--- config.mk ---
export PLATFORM = sky130hd
export DESIGN_NAME = uart_rx_fifo
export DESIGN_NICKNAME = d
export VERILOG_FILES = /design/src/rtl/uart_rx_fifo.sv
export SDC_FILE = /design/constraint.sdc
export NUM_CORES = 1
export LEC_CHECK = 0
export CORE_UTILIZATION = 53
export CTS_CLUSTER_SIZE = 12
export DETAILED_ROUTE_END_ITERATION = 8
export GPL_TIMING_DRIVEN = 0
export HOLD_SLACK_MARGIN = 0.15
export PLACE_DENSITY = 0.85
export SETUP_SLACK_MARGIN = 0.05
export SYNTH_ARGS = -nofsm -noshare
export SYNTH_HDL_FRONTEND = slang
export SYNTH_SLANG_ARGS = --single-unit
export TNS_END_PERCENT = 100
--- constraint.sdc ---
create_clock -name clk -period 2.49 [get_ports clk]
set_clock_uncertainty 0.1 [all_clocks]
set_input_delay 0.6225 -clock clk [delete_from_list [all_inputs] [get_ports clk]]
set_output_delay 0.6225 -clock clk [all_outputs]
set_load 0.01 [all_outputs]
--- src/rtl/uart_rx_fifo.sv ---
// UART receiver with majority-vote bit sampling, framing/parity/break
// detection and a first-word-fall-through receive FIFO.
module uart_rx_fifo #(
  parameter int unsigned DATA_WD    = 8,
  parameter int unsigned OVERSAMPLE = 16,
  parameter int unsigned FIFO_DEPTH = 4
) (
  input  logic                               clk,
  input  logic                               rst_n,
  input  logic                               rx,
  input  logic                               tick,
  input  logic                               rx_en,
  input  logic [3:0]                         data_len,
  input  logic [1:0]                         parity_mode,
  input  logic                               stop_bits,
  output logic [DATA_WD-1:0]                 m_data,
  output logic                               m_perr,
  output logic                               m_valid,
  input  logic                               m_ready,
  output logic                               rx_busy,
  output logic                               frame_err,
  output logic                               break_det,
  output logic                               overrun,
  output logic [$clog2(FIFO_DEPTH+1)-1:0]    fifo_count
);

  localparam int unsigned CNT_W = $clog2(OVERSAMPLE);
  localparam int unsigned PTR_W = $clog2(FIFO_DEPTH);
  localparam int unsigned FC_W  = $clog2(FIFO_DEPTH + 1);

  localparam logic [CNT_W-1:0] SAMP_A   = CNT_W'(OVERSAMPLE / 2 - 1);
  localparam logic [CNT_W-1:0] SAMP_B   = CNT_W'(OVERSAMPLE / 2);
  localparam logic [CNT_W-1:0] SAMP_C   = CNT_W'(OVERSAMPLE / 2 + 1);
  localparam logic [CNT_W-1:0] CNT_LAST = CNT_W'(OVERSAMPLE - 1);
  localparam logic [FC_W-1:0]  DEPTH_C  = FC_W'(FIFO_DEPTH);
  localparam logic [3:0]       MAX_LEN  = 4'(DATA_WD);

  typedef enum logic [2:0] {
    S_IDLE, S_START, S_DATA, S_PARITY, S_STOP, S_WAIT_HIGH
  } state_e;

  state_e               state_q, state_d;
  logic                 rx_meta_q, rx_sync_q;
  logic [CNT_W-1:0]     tick_cnt_q, tick_cnt_d;
  logic [3:0]           bit_idx_q, bit_idx_d;
  logic [3:0]           len_q, len_d;
  logic [1:0]           pmode_q, pmode_d;
  logic                 stop2_q, stop2_d;
  logic                 stop_idx_q, stop_idx_d;
  logic [DATA_WD-1:0]   data_q, data_d;
  logic                 samp_a_q, samp_a_d;
  logic                 samp_b_q, samp_b_d;
  logic                 perr_q, perr_d;
  logic                 ferr_q, ferr_d;
  logic                 zero_q, zero_d;
  logic                 frame_err_q, frame_err_d;
  logic                 break_q, break_d;
  logic                 overrun_q, overrun_d;
  logic                 busy_q, busy_d;

  logic [DATA_WD-1:0]   mem_data_q [FIFO_DEPTH];
  logic [DATA_WD-1:0]   mem_data_d [FIFO_DEPTH];
  logic                 mem_perr_q [FIFO_DEPTH];
  logic                 mem_perr_d [FIFO_DEPTH];
  logic [PTR_W-1:0]     wr_ptr_q, wr_ptr_d;
  logic [PTR_W-1:0]     rd_ptr_q, rd_ptr_d;
  logic [FC_W-1:0]      count_q, count_d;

  logic                 maj_c;
  logic                 frame_good_c;
  logic                 par_en_c;
  logic                 stop_bad_c;
  logic                 push_c, pop_c, full_c;

  // Two-flop synchronizer for the asynchronous serial line.
  always_ff @(posedge clk or negedge rst_n) begin
    if (!rst_n) begin
      rx_meta_q <= 1'b1;
      rx_sync_q <= 1'b1;
    end else begin
      rx_meta_q <= rx;
      rx_sync_q <= rx_meta_q;
    end
  end

  // Receiver next-state: oversample counting, bit capture and frame checks.
  always_comb begin
    state_d      = state_q;
    tick_cnt_d   = tick_cnt_q;
    bit_idx_d    = bit_idx_q;
    len_d        = len_q;
    pmode_d      = pmode_q;
    stop2_d      = stop2_q;
    stop_idx_d   = stop_idx_q;
    data_d       = data_q;
    samp_a_d     = samp_a_q;
    samp_b_d     = samp_b_q;
    perr_d       = perr_q;
    ferr_d       = ferr_q;
    zero_d       = zero_q;
    frame_err_d  = 1'b0;
    break_d      = 1'b0;
    frame_good_c = 1'b0;
    par_en_c     = (pmode_q == 2'd1) || (pmode_q == 2'd2);
    maj_c        = (samp_a_q & samp_b_q) | (samp_a_q & rx_sync_q) | (samp_b_q & rx_sync_q);
    stop_bad_c   = ferr_q | ~maj_c;

    if (tick && (state_q != S_IDLE) && (state_q != S_WAIT_HIGH)) begin
      if (tick_cnt_q == SAMP_A) samp_a_d = rx_sync_q;
      if (tick_cnt_q == SAMP_B) samp_b_d = rx_sync_q;
      tick_cnt_d = (tick_cnt_q == CNT_LAST) ? '0 : tick_cnt_q + CNT_W'(1);
    end

    case (state_q)
      S_IDLE: begin
        if (tick && rx_en && !rx_sync_q) begin
          state_d    = S_START;
          tick_cnt_d = '0;
          len_d      = ((data_len >= 4'd5) && (data_len <= MAX_LEN)) ? data_len : MAX_LEN;
          pmode_d    = parity_mode;
          stop2_d    = stop_bits;
          stop_idx_d = 1'b0;
          bit_idx_d  = '0;
          data_d     = '0;
          perr_d     = 1'b0;
          ferr_d     = 1'b0;
          zero_d     = 1'b1;
        end
      end
      S_START: begin
        if (tick) begin
          if ((tick_cnt_q == SAMP_C) && maj_c) begin
            state_d = S_IDLE;
          end else if (tick_cnt_q == CNT_LAST) begin
            state_d = S_DATA;
          end
        end
      end
      S_DATA: begin
        if (tick) begin
          if (tick_cnt_q == SAMP_C) begin
            for (int i = 0; i < DATA_WD; i++) begin
              if (bit_idx_q == 4'(i)) data_d[i] = maj_c;
            end
            if (maj_c) zero_d = 1'b0;
          end
          if (tick_cnt_q == CNT_LAST) begin
            if (bit_idx_q == len_q - 4'd1) begin
              state_d = par_en_c ? S_PARITY : S_STOP;
            end else begin
              bit_idx_d = bit_idx_q + 4'd1;
            end
          end
        end
      end
      S_PARITY: begin
        if (tick) begin
          if (tick_cnt_q == SAMP_C) begin
            perr_d = (^data_q) ^ maj_c ^ (pmode_q == 2'd1);
            if (maj_c) zero_d = 1'b0;
          end
          if (tick_cnt_q == CNT_LAST) state_d = S_STOP;
        end
      end
      S_STOP: begin
        if (tick) begin
          if (tick_cnt_q == SAMP_C) begin
            if (stop_idx_q == stop2_q) begin
              // Final stop bit: finish half a bit early to resync on next start.
              if (stop_bad_c) begin
                frame_err_d = 1'b1;
                break_d     = zero_q & ~maj_c;
                state_d     = S_WAIT_HIGH;
              end else begin
                frame_good_c = 1'b1;
                state_d      = S_IDLE;
              end
            end else begin
              ferr_d = stop_bad_c;
              if (maj_c) zero_d = 1'b0;
            end
          end else if (tick_cnt_q == CNT_LAST) begin
            stop_idx_d = 1'b1;
          end
        end
      end
      S_WAIT_HIGH: begin
        if (rx_sync_q) state_d = S_IDLE;
      end
      default: state_d = S_IDLE;
    endcase

    busy_d = (state_d != S_IDLE);
  end

  // FIFO next-state: push completed frames, pop on handshake.
  always_comb begin
    mem_data_d = mem_data_q;
    mem_perr_d = mem_perr_q;
    wr_ptr_d   = wr_ptr_q;
    rd_ptr_d   = rd_ptr_q;
    count_d    = count_q;
    pop_c      = (count_q != '0) && m_ready;
    full_c     = (count_q == DEPTH_C);
    push_c     = frame_good_c && (!full_c || pop_c);
    overrun_d  = frame_good_c && full_c && !pop_c;

    if (push_c) begin
      mem_data_d[wr_ptr_q] = data_q;
      mem_perr_d[wr_ptr_q] = perr_q;
      wr_ptr_d             = wr_ptr_q + PTR_W'(1);
    end
    if (pop_c) rd_ptr_d = rd_ptr_q + PTR_W'(1);

    case ({push_c, pop_c})
      2'b10:   count_d = count_q + FC_W'(1);
      2'b01:   count_d = count_q - FC_W'(1);
      default: count_d = count_q;
    endcase
  end

  // State and datapath registers.
  always_ff @(posedge clk or negedge rst_n) begin
    if (!rst_n) begin
      state_q     <= S_IDLE;
      tick_cnt_q  <= '0;
      bit_idx_q   <= '0;
      len_q       <= MAX_LEN;
      pmode_q     <= 2'd0;
      stop2_q     <= 1'b0;
      stop_idx_q  <= 1'b0;
      data_q      <= '0;
      samp_a_q    <= 1'b1;
      samp_b_q    <= 1'b1;
      perr_q      <= 1'b0;
      ferr_q      <= 1'b0;
      zero_q      <= 1'b0;
      frame_err_q <= 1'b0;
      break_q     <= 1'b0;
      overrun_q   <= 1'b0;
      busy_q      <= 1'b0;
      mem_data_q  <= '{default: '0};
      mem_perr_q  <= '{default: 1'b0};
      wr_ptr_q    <= '0;
      rd_ptr_q    <= '0;
      count_q     <= '0;
    end else begin
      state_q     <= state_d;
      tick_cnt_q  <= tick_cnt_d;
      bit_idx_q   <= bit_idx_d;
      len_q       <= len_d;
      pmode_q     <= pmode_d;
      stop2_q     <= stop2_d;
      stop_idx_q  <= stop_idx_d;
      data_q      <= data_d;
      samp_a_q    <= samp_a_d;
      samp_b_q    <= samp_b_d;
      perr_q      <= perr_d;
      ferr_q      <= ferr_d;
      zero_q      <= zero_d;
      frame_err_q <= frame_err_d;
      break_q     <= break_d;
      overrun_q   <= overrun_d;
      busy_q      <= busy_d;
      mem_data_q  <= mem_data_d;
      mem_perr_q  <= mem_perr_d;
      wr_ptr_q    <= wr_ptr_d;
      rd_ptr_q    <= rd_ptr_d;
      count_q     <= count_d;
    end
  end

  assign m_data     = mem_data_q[rd_ptr_q];
  assign m_perr     = mem_perr_q[rd_ptr_q];
  assign m_valid    = (count_q != '0);
  assign fifo_count = count_q;
  assign rx_busy    = busy_q;
  assign frame_err  = frame_err_q;
  assign break_det  = break_q;
  assign overrun    = overrun_q;

endmodule

* After elaboration in Yosys (flattened, before gate mapping)
Cells that the tools add are included.
** Storage, ports and cells
- Bits in registers :: 81
- Input port bits :: 13
- Output and inout port bits :: 17
- Logic and storage cells :: 237
** Cells by class
- Add/subtract/negate cells :: 7
- Magnitude comparators :: 5
- Equal/unequal tests :: 46
- Multiplexer cells :: 86
- Bitwise logic cells :: 12
- Reductions and logical operators :: 44
** Operators with widths (number)
- $reduce_and A5 Y1 :: 11
- $mux W8 :: 6
- $mux W3 :: 15
- $mux W1 :: 42
- $ne A2 B2 Y1 const B :: 20
- $mux W4 :: 9
- $bwmux W32 :: 1
- $eq A4 B3 Y1 const B :: 5
- $pmux W3 S6 :: 1
- $bmux W8 S2 :: 1
- $demux W8 S2 :: 1
- $pmux W8 S2 :: 1
- $eq A4 B4 Y1 const B :: 3
- $reduce_bool A3 Y1 :: 4
- $logic_and A1 B1 Y1 :: 11
- $eq A3 B3 Y1 const B :: 3
- $add A4 B1 Y4 const B :: 2
- $eq A4 B2 Y1 const B :: 2
- $pmux W4 S2 :: 1
- $reduce_bool A2 Y1 :: 4
- $reduce_xor A8 Y1 :: 1
- $reduce_and A7 Y1 :: 1
- $eq A3 B2 Y1 const B :: 2
- $ge A3 B3 Y1 const B :: 2
- other kinds (33) :: 51

* Depth between registers and ports, before layout
Gate-level depths: netlist of the first run.
- Depth after elaboration :: 13
- Mapped depth :: 12
- Mapped depth without buffers :: 12

* Least setup slack after synthesis of the first run
Ideal clock, no wire load.
- Kind :: register -> register
- From :: register rx_sync_q
- To :: register count_q[2] (netlist: fifo_count[2])
- Library setup time :: 0.127 ns
- Data arrival time :: 2.428 ns
- Data required time :: 2.263 ns
- Path slack :: -0.165 ns
- Cell stages (with the launch flop) :: 12
- Buffers on the path :: 1
- Clock period less this slack :: 2.655 ns
- Path through :: dfstp_2 buf_2 maj3_1 and4_1 nor3b_2 inv_1 ha_1 inv_1 fa_1 xor2_1 nor2_1 xor2_1
** Between the ends
- Longest elaborated chain between the ends :: 13
- Elaborated cells on any way between the ends :: 16
- Those cells by class :: eq/ne: 2; mux: 6; bitwise: 6; reduce/logical: 2
** RTL lines
- start: declaration :: line 43 : logic rx_meta_q, rx_sync_q;
- start signal: assignment :: line 82 : rx_sync_q <= rx_meta_q;
- $and A1 B1 Y1 :: line 105 : maj_c = (samp_a_q & samp_b_q) | (samp_a_q & rx_sync_q) | (samp_b_q & rx_sync_q);
- $or A1 B1 Y1 :: line 105
- $or A1 B1 Y1 (*) :: line 105
- $not A1 Y1 (*) :: line 106 : stop_bad_c = ferr_q | ~maj_c;
- $or A1 B1 Y1 (*) :: line 106
- $mux W1 (*) :: line 170 : if (stop_bad_c) begin
- $mux W1 (*) :: line 168 : if (stop_idx_q == stop2_q) begin
- $mux W1 (*) :: line 167 : if (tick_cnt_q == SAMP_C) begin
- $mux W1 (*) :: line 166 : if (tick) begin
- $mux W1 (*) :: line 114 : case (state_q)
- $logic_and A1 B1 Y1 (*) :: line 205 : push_c = frame_good_c && (!full_c || pop_c);
- $eq A2 B1 Y1 or $eq A2 B2 Y1 (tied branches) :: line 215 : case ({push_c, pop_c})
- $pmux W3 S2 or $reduce_bool A2 Y1 (tied branches)
- end signal: assignment :: line 269 : count_q <= count_d;
- end: declaration :: line 67 : logic [FC_W-1:0] count_q, count_d;
Every way passes the cells marked *; elsewhere a longest branch is shown, timed or not.
A chain may end at the register's enable or synchronous reset.

* Final worst setup path of the first run
- From :: register count_q[0] (netlist: fifo_count[0])
- To :: output port m_valid
** Between the ends
- Longest elaborated chain between the ends :: 1
** RTL lines
- $reduce_bool A3 Y1 :: line 275 : assign m_valid = (count_q != '0);
- end: declaration :: line 18 : output logic m_valid,
No other way between the ends.

==> results of run 1 <==
-- flip-flops by register name (all words and copies together), names as in the netlist, 2 cells and up --
signal and flops:
mem_perr_q 4, rd_ptr_q 2, pmode_q 2, data_q 8, tick_cnt_q 4, state_q 3, wr_ptr_q 2, len_q 4
fifo_count 3, bit_idx_q 4, mem_data_q 32
-- synth_stat cells, types with 3 or more instances --
cell type,number
dfstp_2,5
buf_6,3
mux4_2,9
nand3_1,18
ha_1,14
xor2_1,8
clkbuf_1,7
o21a_1,4
and4_1,3
o21ai_0,12
nor4b_1,3
and3_1,3
nor3b_1,3
a21oi_1,9
inv_1,16
nor3_1,5
xnor2_1,14
nor2_1,6
or3_1,4
mux2_2,38
mux2i_1,8
dfrtp_1,76
nand2_2,4
nand2_1,33
-- power groups by stage --
stage	Clock [mW]	Sequential (mW)	Combinational, mW
finish	0.980	1.74	1.31
global route	1.06	1.77	1.44
CTS	1.00	1.74	1.26
detailed placement	0	1.72	1.16
global placement	0	1.71	1.12
floorplan	0	1.69	0.850
-- metrics by stage --
step / power (mW) / cells / TNS [ns] / setup WS (ns)
2_1_floorplan: 2.541 / 337 / 0 / 0.06363
3_3_place_gp: 2.829 / 465 / -182.59 / -2.000
3_5_place_dp: 2.877 / 466 / -28.29 / -0.8254
4_1_cts: 4.009 / 489 / 0 / 0.05253
5_1_grt: 4.277 / 497 / -0.07350 / -0.07350
6_report: 4.027 / 497 / 0 / 0.07003
-- kinds of logic (layout without fill, tap and decap cells) --
group | count (synthesis) | after routing | share of synthesized area (%)
buf+inv | 28 | 89 | 3.161
flops | 81 | 81 | 49.88
xor+xnor | 23 | 23 | 5.310
fa+ha+maj | 16 | 16 | 5.034
compound gates | 39 | 39 | 6.507
simple gates | 95 | 95 | 12.68
mux | 55 | 55 | 17.43
-- worst reg2reg max path, cell delays in order (launching register included) --
cell     delay [ns]
dfrtp_1        0.39
buf_6          0.14
or3b_2         0.53
nor3b_4        0.25
inv_1          0.08
ha_2           0.19
inv_1          0.07
fa_2           0.19
xor2_1         0.13
nor2_1         0.07
xor2_1         0.16
-- layer usage --
metal,share of wire [%],wire [um]
met1,44,3491
met2,51,3979
met3,3.4,264
met4,1.5,118
met5,0,0
-- how the worst max path moves through the flow --
stage / start / endpoint / slack, ns / cells past startpoint
final: fifo_count[0] / m_valid / 0.07 / 2
after CTS: tick / fifo_count[2] / 0.05 / 11
after floorplan: rx_sync_q / fifo_count[1] / 0.06 / 9
after detailed placement: tick / fifo_count[1] / -0.83 / 9
after global routing: tick_cnt_q[1] / fifo_count[2] / -0.07 / 12
after global placement: rst_n / tick_cnt_q[3] / -2.00 / 1
-- cell type report --
| cell class | instances | area share [%] |
|---|---|---|
| well taps | 99 | 2.525 |
| clock buffers | 9 | 2.525 |
| clock inverters | 7 | 1.581 |
| inverters | 16 | 1.224 |
| flip-flops and latches | 81 | 41.49 |
| multi-input cells | 228 | 40.14 |
| plain buffers | 10 | 1.607 |
| repair buffers | 47 | 8.901 |
-- repair_timing --
item	in CTS	in global routing
setup buffers	8	8
pin swaps	1	6
hold endpoints to repair	25	0
gates resized for setup	35	11
hold buffers	1	0
setup endpoints to repair	56	17
==> impl_metrics.csv, run 1 <==
group,metric,value,unit
floorplanning,die-area,0.008046,mm^2
clock_tree,clock_sinks,81,
global_routing,grt_util_met3,4.146,%
critical_path,critical-path-slowest-cell,"clkdlybuf4s50_1",
critical_path,crit_arrival,1.70,ns
clock_tree,htree_levels,3,
synth,yosysTopAreaCell,"dfrtp_1",
critical_path,crit_buf_inv,1,
global_routing,grt_antenna_before_repair,0,
routing,wire_per_inst,15.80,um
synth,async_flop_share,100.0,%
routing,drc_errors,0,
floorplanning,rows,31,
placed_design,placed_cell_area,0.004538,mm^2
critical_path,ff2ff_setup_slack,0.09,ns
synth,yosys-top-cells-area,"dfrtp_1, mux2_2, mux4_2",
layout,multi_input_area,0.001969,mm^2
power,power_frac_comb,32.4,%
global_routing,grtUsageTotal,20.89,%
global_routing,grt_use_met2,33.65,%
sta,final-setup-viol-count,0,
power,p_seq_share,43.2,%
synth,synth_enable_flop_cells,0,
layout,mostFrequentLayoutCell,"dfrtp_1",
power,power.internal,2.676,mW
sta,relSlewSlack,64.76,%
layout,nNetsFinal,421,
critical_path,r2r-start,"state_q[0]",
clock_tree,clk_latency,0.36,ns
floorplanning,die_h,89.70,um
run_status,status,"completed",
layout,finalCoreUtilization,66.92,%
sta,period_needed,2.420,ns
sta,slew_viol_final,0,
power,ir_drop,0.0005181,V
global_routing,grt_max_degree,56,
floorplanning,ios,30,
routing,totalWireLength,7.853,mm
layout,area_delta_synth_final,20.35,%
floorplanning,start_util,55.61,%
layout,seqCellArea,0.002036,mm^2
placed_design,gp_congestion,0.8561,
layout,antennaDiodeCount,0,
routing,dr.pass1.iters,4,
worst_hold_path,hold_end,"rx_sync_q",
floorplanning,core,0.007331,mm^2
critical_path,rr_endpoint,"fifo_count[2]",
critical_path,start_kind,"register",
critical_path,reg2regPathDepth,10,
routing,dr.first_iter.drc_count,97,
layout,drive_gt1_share,29.90,%
critical_path,cp_cell_sequence,"or3_1, clkdlybuf4s50_1",
routing,ant_nets,0,
floorplanning,die_x,89.70,um
synth,avgSynthCellArea,12.10,um^2
layout,design_area,0.004906,mm^2
worst_hold_path,hold_class,"reg2reg",
layout,final.fill_count,549,
critical_path,crit_path_max_fanout,5,
sta,rsz0062_at_grt,"true",
critical_path,path_delay_family,"buffers and inverters",
sta,whs,0.2614,ns
clock_tree,clockBufferDepth,2,
placed_design,place.port_buffers,29,
sta,max_freq,413.2,MHz
power,swShare,33.54,%
synth,syn-num-nets,365,
synth,yosysTopAreaCellShare,46.65,%
global_routing,grtUsageMet1,28.39,%
clock_tree,path_clk_slew,0.09,ns
worst_hold_path,whs_path_depth,0,
flow_run,maxCapViolCount,0,
clock_tree,cts_buffers,9,
critical_path,critPathMaxStageDelay,0.50,ns
power,clock_power_share,24.3,%
synth,ys.warnings.count,0,
power,p_per_area,820.8,mW/mm^2
placed_design,hpwl,5.301,mm
routing,post_drt_via_cell_ratio,5.606,
synth,synth_cell_types,52,
sta,hold_violations,0,
routing,routed-via-count,2786,
clock_tree,cts_root_buf,"clkbuf_8",
critical_path,critPathRequiredTime,1.77,ns
global_routing,grt_pass1_vias,2709,
critical_path,cp-end-kind,"output port",
global_routing,top_usage_layer,"met2",
sta,worstMarginPinSlew,0.5246,ns
critical_path,criticalPathCategory,"reg2out",
synth,synth_flop_cell,"dfrtp_1",
layout,final_cell_mix,"dfrtp_1, mux2_2, nand2_1, nand3_1, clkdlybuf4s50_1",
synth,yosysSeqAreaShare,49.88,%
clock_tree,cts_tree,"yes",
power,p_sw,1.351,mW
power,power.leakage,2.250,nW
synth,ys_ff_latch,81,
sta,min_period_over_period,97.19,%
synth,syn_area,0.004076,mm^2
synth,syn_inst,337,
global_routing,overflow,0,
global_routing,grt_pass1_wl,13.35,mm
worst_hold_path,min_from,"rx_meta_q",
Power figures use the tool's default switching activity.
==> run 2: changes to the inputs <==
--- a/config.mk
+++ b/config.mk
@@ -6,7 +6,6 @@
 export NUM_CORES = 1
 export LEC_CHECK = 0
 export CORE_UTILIZATION = 53
-export CTS_CLUSTER_SIZE = 12
 export DETAILED_ROUTE_END_ITERATION = 8
 export GPL_TIMING_DRIVEN = 0
 export HOLD_SLACK_MARGIN = 0.15
==> results of run 2 <==
The final DEF is identical to that of run 1; final timing and power are the same.
==> RTL change 1 (settings of run 1) <==
Set the parameter `OVERSAMPLE` to 32 (it was 16).
--- a/src/rtl/uart_rx_fifo.sv
+++ b/src/rtl/uart_rx_fifo.sv
@@ -4,3 +4,3 @@
   parameter int unsigned DATA_WD    = 8,
-  parameter int unsigned OVERSAMPLE = 16,
+  parameter int unsigned OVERSAMPLE = 32,
   parameter int unsigned FIFO_DEPTH = 4
Function: no difference found for any inputs over 10 cycles, from zero or initial values and one cycle with rst_n low; that may be too few to reach the edited logic, so the function may still have changed.
==> RTL change 1 against run 1 <==
- the run now ends with setup timing left
- power fell by 11%
- routed wire length up 6.5%
- die area increased by 7.2%
- sequential power down 8%
- sequential cell count up 1
- design area rose by 4.7%
- worst setup slack worse by 0.075 ns
- core utilization decreased by 1.5 points
- area after synthesis is 7.3% higher
- combinational power is 24% lower
- critical endpoint is now m_data[1]
==> RTL change 1: results (changes against run 1) <==
number of non-filler instances in the completed layout 515 (+3.6%); CTS H-tree depth 3 (unchanged); via count of the routed design 2873 (+3.1%); worst IR drop on VDD 0.408 mV (-21%); count of fill cells added during filler insertion 610 (+11%); CP delay by family, top multiplexers; number of nets at the end of the flow 437 (+3.8%); outcome finished, violations left; overall track demand over capacity in global routing 21.2% (+0.36 points); cell count after synthesis 355 (+5.3%); final setup vio count 1 (+1); arrival time of data at the critical path endpoint 1.77 ns (+0.07 ns); top cells by count, synth 77 x dfrtp_1, 36 x mux2_4, 30 x nand2_1; CP max stage cell mux4_2; first-pass GRT wire length 14.1 mm (+5.6%); leading registers by flop count mem_data_q (32), data_q (8), tick_cnt_q (5); Iter 0 DRT Violations 120 (+24%); routed length on met3 332 um (+26%); distinct cell type count after synthesis 55 (+5.8%); crit-path max cell delay 0.52 ns (+0.02 ns); Detailed Place HPWL 5.61 mm (+5.8%); proportion of total power due to net switching 31.7% (-1.8 points); wire per inst 16.2 um (+2.7%); largest driver fanout on the critical path 7 (+2); Syn Nets 384 (+5.2%); fraction of final layout cells sized beyond drive strength 1 28.3% (-1.6 points); Fin Setup TNS -0.00455 ns (-0.00455 ns); wire length on met1 3.74 mm (+7.2%); final design utilization 65.4% (-1.5 points); Clock Power 0.000986 W (+0.6%); slew margin rel. 52.5% (-12 points); clock latency on the worst-skew pair 0.36 ns (about the same); switching component of the power 0.00114 W (-16%); total length of routed met2 wires 4.20 mm (+5.5%); final setup margin -0.00455 ns (-0.0746 ns); Synth area leaders dfrtp_1 44%, mux2_4 12%, mux4_2 4.6%; leakage power summed over all cells 2.42 nW (+7.4%); Async S/R FF share, synth 100% (unchanged); violated checks setup timing; pin count of the biggest net entering global routing 45 (-20%)
-- RTL change 1: worst reg2reg max path, stage by stage, from the launching register on --
cell	delay (ns)
dfrtp_2	0.42
ha_1	0.21
and2_4	0.17
nand4_4	0.10
o21ai_2	0.09
fa_2	0.34
or3b_1	0.39
o32ai_2	0.27
xor2_1	0.17
-- RTL change 1: area by class of cell --
class | count | area share, %
buffer | 8 | 1.15
multi-input combinational | 244 | 43.0
sequential | 82 | 40.1
inverter | 20 | 1.46
tap | 102 | 2.49
clock buffer | 9 | 2.41
clock inverter | 7 | 1.49
timing repair buffer | 43 | 7.85
-- RTL change 1: worst paths after layout --
check                                        startpoint                          to  slack (ns)  cells past startpoint
max in group asynchronous                         rst_n  mem_data_q[12]$_DFFE_PN0P_        1.00                      3
worst max-delay path            rd_ptr_q[0]$_DFFE_PN0P_                   m_data[1]      -0.005                      5
min in group asynchronous                         rst_n   fifo_count[0]$_DFFE_PN0P_        0.68                      2
worst min register to register      rx_meta_q$_DFF_PN1_         rx_sync_q$_DFF_PN1_        0.26                      0
worst min-delay path                rx_meta_q$_DFF_PN1_         rx_sync_q$_DFF_PN1_        0.26                      0
worst max register to register  tick_cnt_q[0]$_DFF_PN0_   fifo_count[2]$_DFFE_PN0P_        0.17                      8
-- RTL change 1: metal layers --
| metal | up-vias | track usage, % |
|---|---|---|
| met5 | - | 0 |
| met4 | 0 | 5.26 |
| met3 | 9 | 5.75 |
| met2 | 57 | 36.1 |
| met1 | 1442 | 26.9 |
| li1 | 1365 | - |
-- RTL change 1: kinds of logic after synthesis --
group	Yosys count	synth area share (%)
AO/OA/AOI/OAI	64	8.81
multiplexers	49	18.0
flip-flops	82	47.0
AND/OR/NAND/NOR	92	13.6
adder cells (fa/ha/maj)	17	5.00
XOR/XNOR	22	4.72
buffers and inverters	29	2.92
==> RTL change 2 (settings of run 1) <==
Without the edit above. Encoding of `state_e`: now one-hot (6 bits for 6 states).
--- a/src/rtl/uart_rx_fifo.sv
+++ b/src/rtl/uart_rx_fifo.sv
@@ -37,4 +37,4 @@
 
-  typedef enum logic [2:0] {
-    S_IDLE, S_START, S_DATA, S_PARITY, S_STOP, S_WAIT_HIGH
+  typedef enum logic [5:0] {
+    S_IDLE = 6'b000001, S_START = 6'b000010, S_DATA = 6'b000100, S_PARITY = 6'b001000, S_STOP = 6'b010000, S_WAIT_HIGH = 6'b100000
   } state_e;
Check against the original RTL: no difference found for any inputs over 10 cycles, from zero or initial values and one cycle with rst_n low; not proved beyond that.
==> RTL change 2 against run 1 <==
- the run now ends with setup timing left
- area after synthesis rose by 7.9%
- global-route usage up 2.0 points
- worst hold slack hardly changed
- power fell by 17%
- sequential power shrank 10%
- worst setup slack worse by 0.22 ns
- routed wire length grew 22%
- combinational power decreased by 46%
- design area up 9.8%
- sequential cell count rose by 3
- critical path depth grew 9
- synthesized cell count is 14% higher
- die area grew 7.8%
- non-clock buffer count is 7 higher
==> RTL change 2: results (changes against run 1) <==
outcome finished, violations left; violated checks setup timing; Multi-Input Combinational 267 (+17%); Worst Setup Slack post-DPL -1.05 ns (-0.223 ns); vias per std cell 5.82 (+3.9%); area post-placement 0.00487 mm2 (+7.2%); leakage power summed over all cells 2.46 nW (+9.2%); final setup margin -0.148 ns (-0.218 ns); Final Routed Wirelength 9.58 mm (+22%); Final non-clock buffer share 10.9% (+0.41 points); Syn Nets 411 (+13%); Synth area leaders dfrtp_1 44%, mux2_2 7.4%, mux4_2 4.6%; via count of the first global-routing pass 3227 (+19%); crit end category flop; clock buffer count 11 (+2); worst-case hold slack 0.261 ns (-0.000340 ns); first-pass GRT wire length 15.4 mm (+15%); source of the worst register-to-register timing path state_q[1]$_DFF_PN0_; leading registers by flop count mem_data_q (32), data_q (8), state_q (6); worst IR drop on VDD 0.537 mV (+3.7%); total area of multi-input combinational cells 0.00226 mm2 (+15%); antenna violations before repair 0 (unchanged); arrival time of data at the critical path endpoint 2.77 ns (+1.07 ns); multi-input combinational area share 41.9% (+1.7 points); number of nets at the end of the flow 476 (+13%); sequential area share after synthesis 47.9% (-1.9 points); cell count after synthesis 383 (+14%); Fin Setup TNS -0.226 ns (-0.226 ns); number of register bits inferred by synthesis 84 (+3.7%); CP delay by family, top simple AND/OR/NAND/NOR gates; wire per inst 17.3 um (+9.2%); Detailed Place HPWL 6.29 mm (+19%); CP max stage cell or4_4; cell depth of the worst flop-to-flop path 11 (+1); number of buffers inserted to repair setup after CTS 16 (+8); fraction of final layout cells sized beyond drive strength 1 29.6% (-0.32 points); total area of sequential cells 0.00211 mm2 (+3.9%); slew margin rel. 67.0% (+2.2 points); instance count after placement with tap cells included 515 (+11%); distinct cell type count after synthesis 56 (+7.7%); count of buffers from port buffering 29 (unchanged); non-clock buffer instance count of the final layout 64 (+12%); gp weighted congestion 0.925 (+8.0%); Inverters 22 (+6); largest driver fanout on the critical path 7 (+2); fraction of area in clock buffers and inverters 4.02% (-0.087 points); Iter 0 DRT Violations 144 (+48%); n_taps 102 (+3.0%); final setup vio count 2 (+2); TritonCTS buffer count 9 (unchanged); routed length on met3 454 um (+72%); crit-path max cell delay 0.55 ns (+0.05 ns); overall track demand over capacity in global routing 22.9% (+2.0 points); top cells by count, synth 78 x dfrtp_1, 35 x o21ai_0, 29 x mux2_2; total length of routed met2 wires 4.97 mm (+25%)
-- RTL change 2: cell types whose count changed after synthesis, sizes merged, moves of 5 or more --
cell / change
nor2: +10
nor2b: +5
a21oi: +6
mux2i: -8
inv: +6
o21ai: +23
-- RTL change 2: per-layer routing --
metal	global-route usage, %	vias to the layer above
li1	-	1514
met1	28.5	1612
met2	40.7	86
met3	4.07	19
met4	6.92	0
met5	0	-
-- RTL change 2: kinds of logic (layout without fill, tap and decap cells) --
kind of cell             after synthesis  count (layout)  share of synthesized area [%]
adder cells (fa/ha/maj)               16              16                           4.66
multiplexers                          48              48                           15.3
buffers and inverters                 32             102                           3.04
AO/OA/AOI/OAI                         75              75                           10.2
AND/OR/NAND/NOR                      104             104                           13.7
flip-flops                            84              84                           47.9
XOR/XNOR                              24              24                           5.12
-- RTL change 2: power breakdown --
group	leakage (nW)	total (W)	switching [W]	internal, W
registers	1.13	0.00156	0.0000923	0.00147
logic	1.23	0.000702	0.000377	0.000325
clock network	0.104	0.00107	0.000503	0.000571
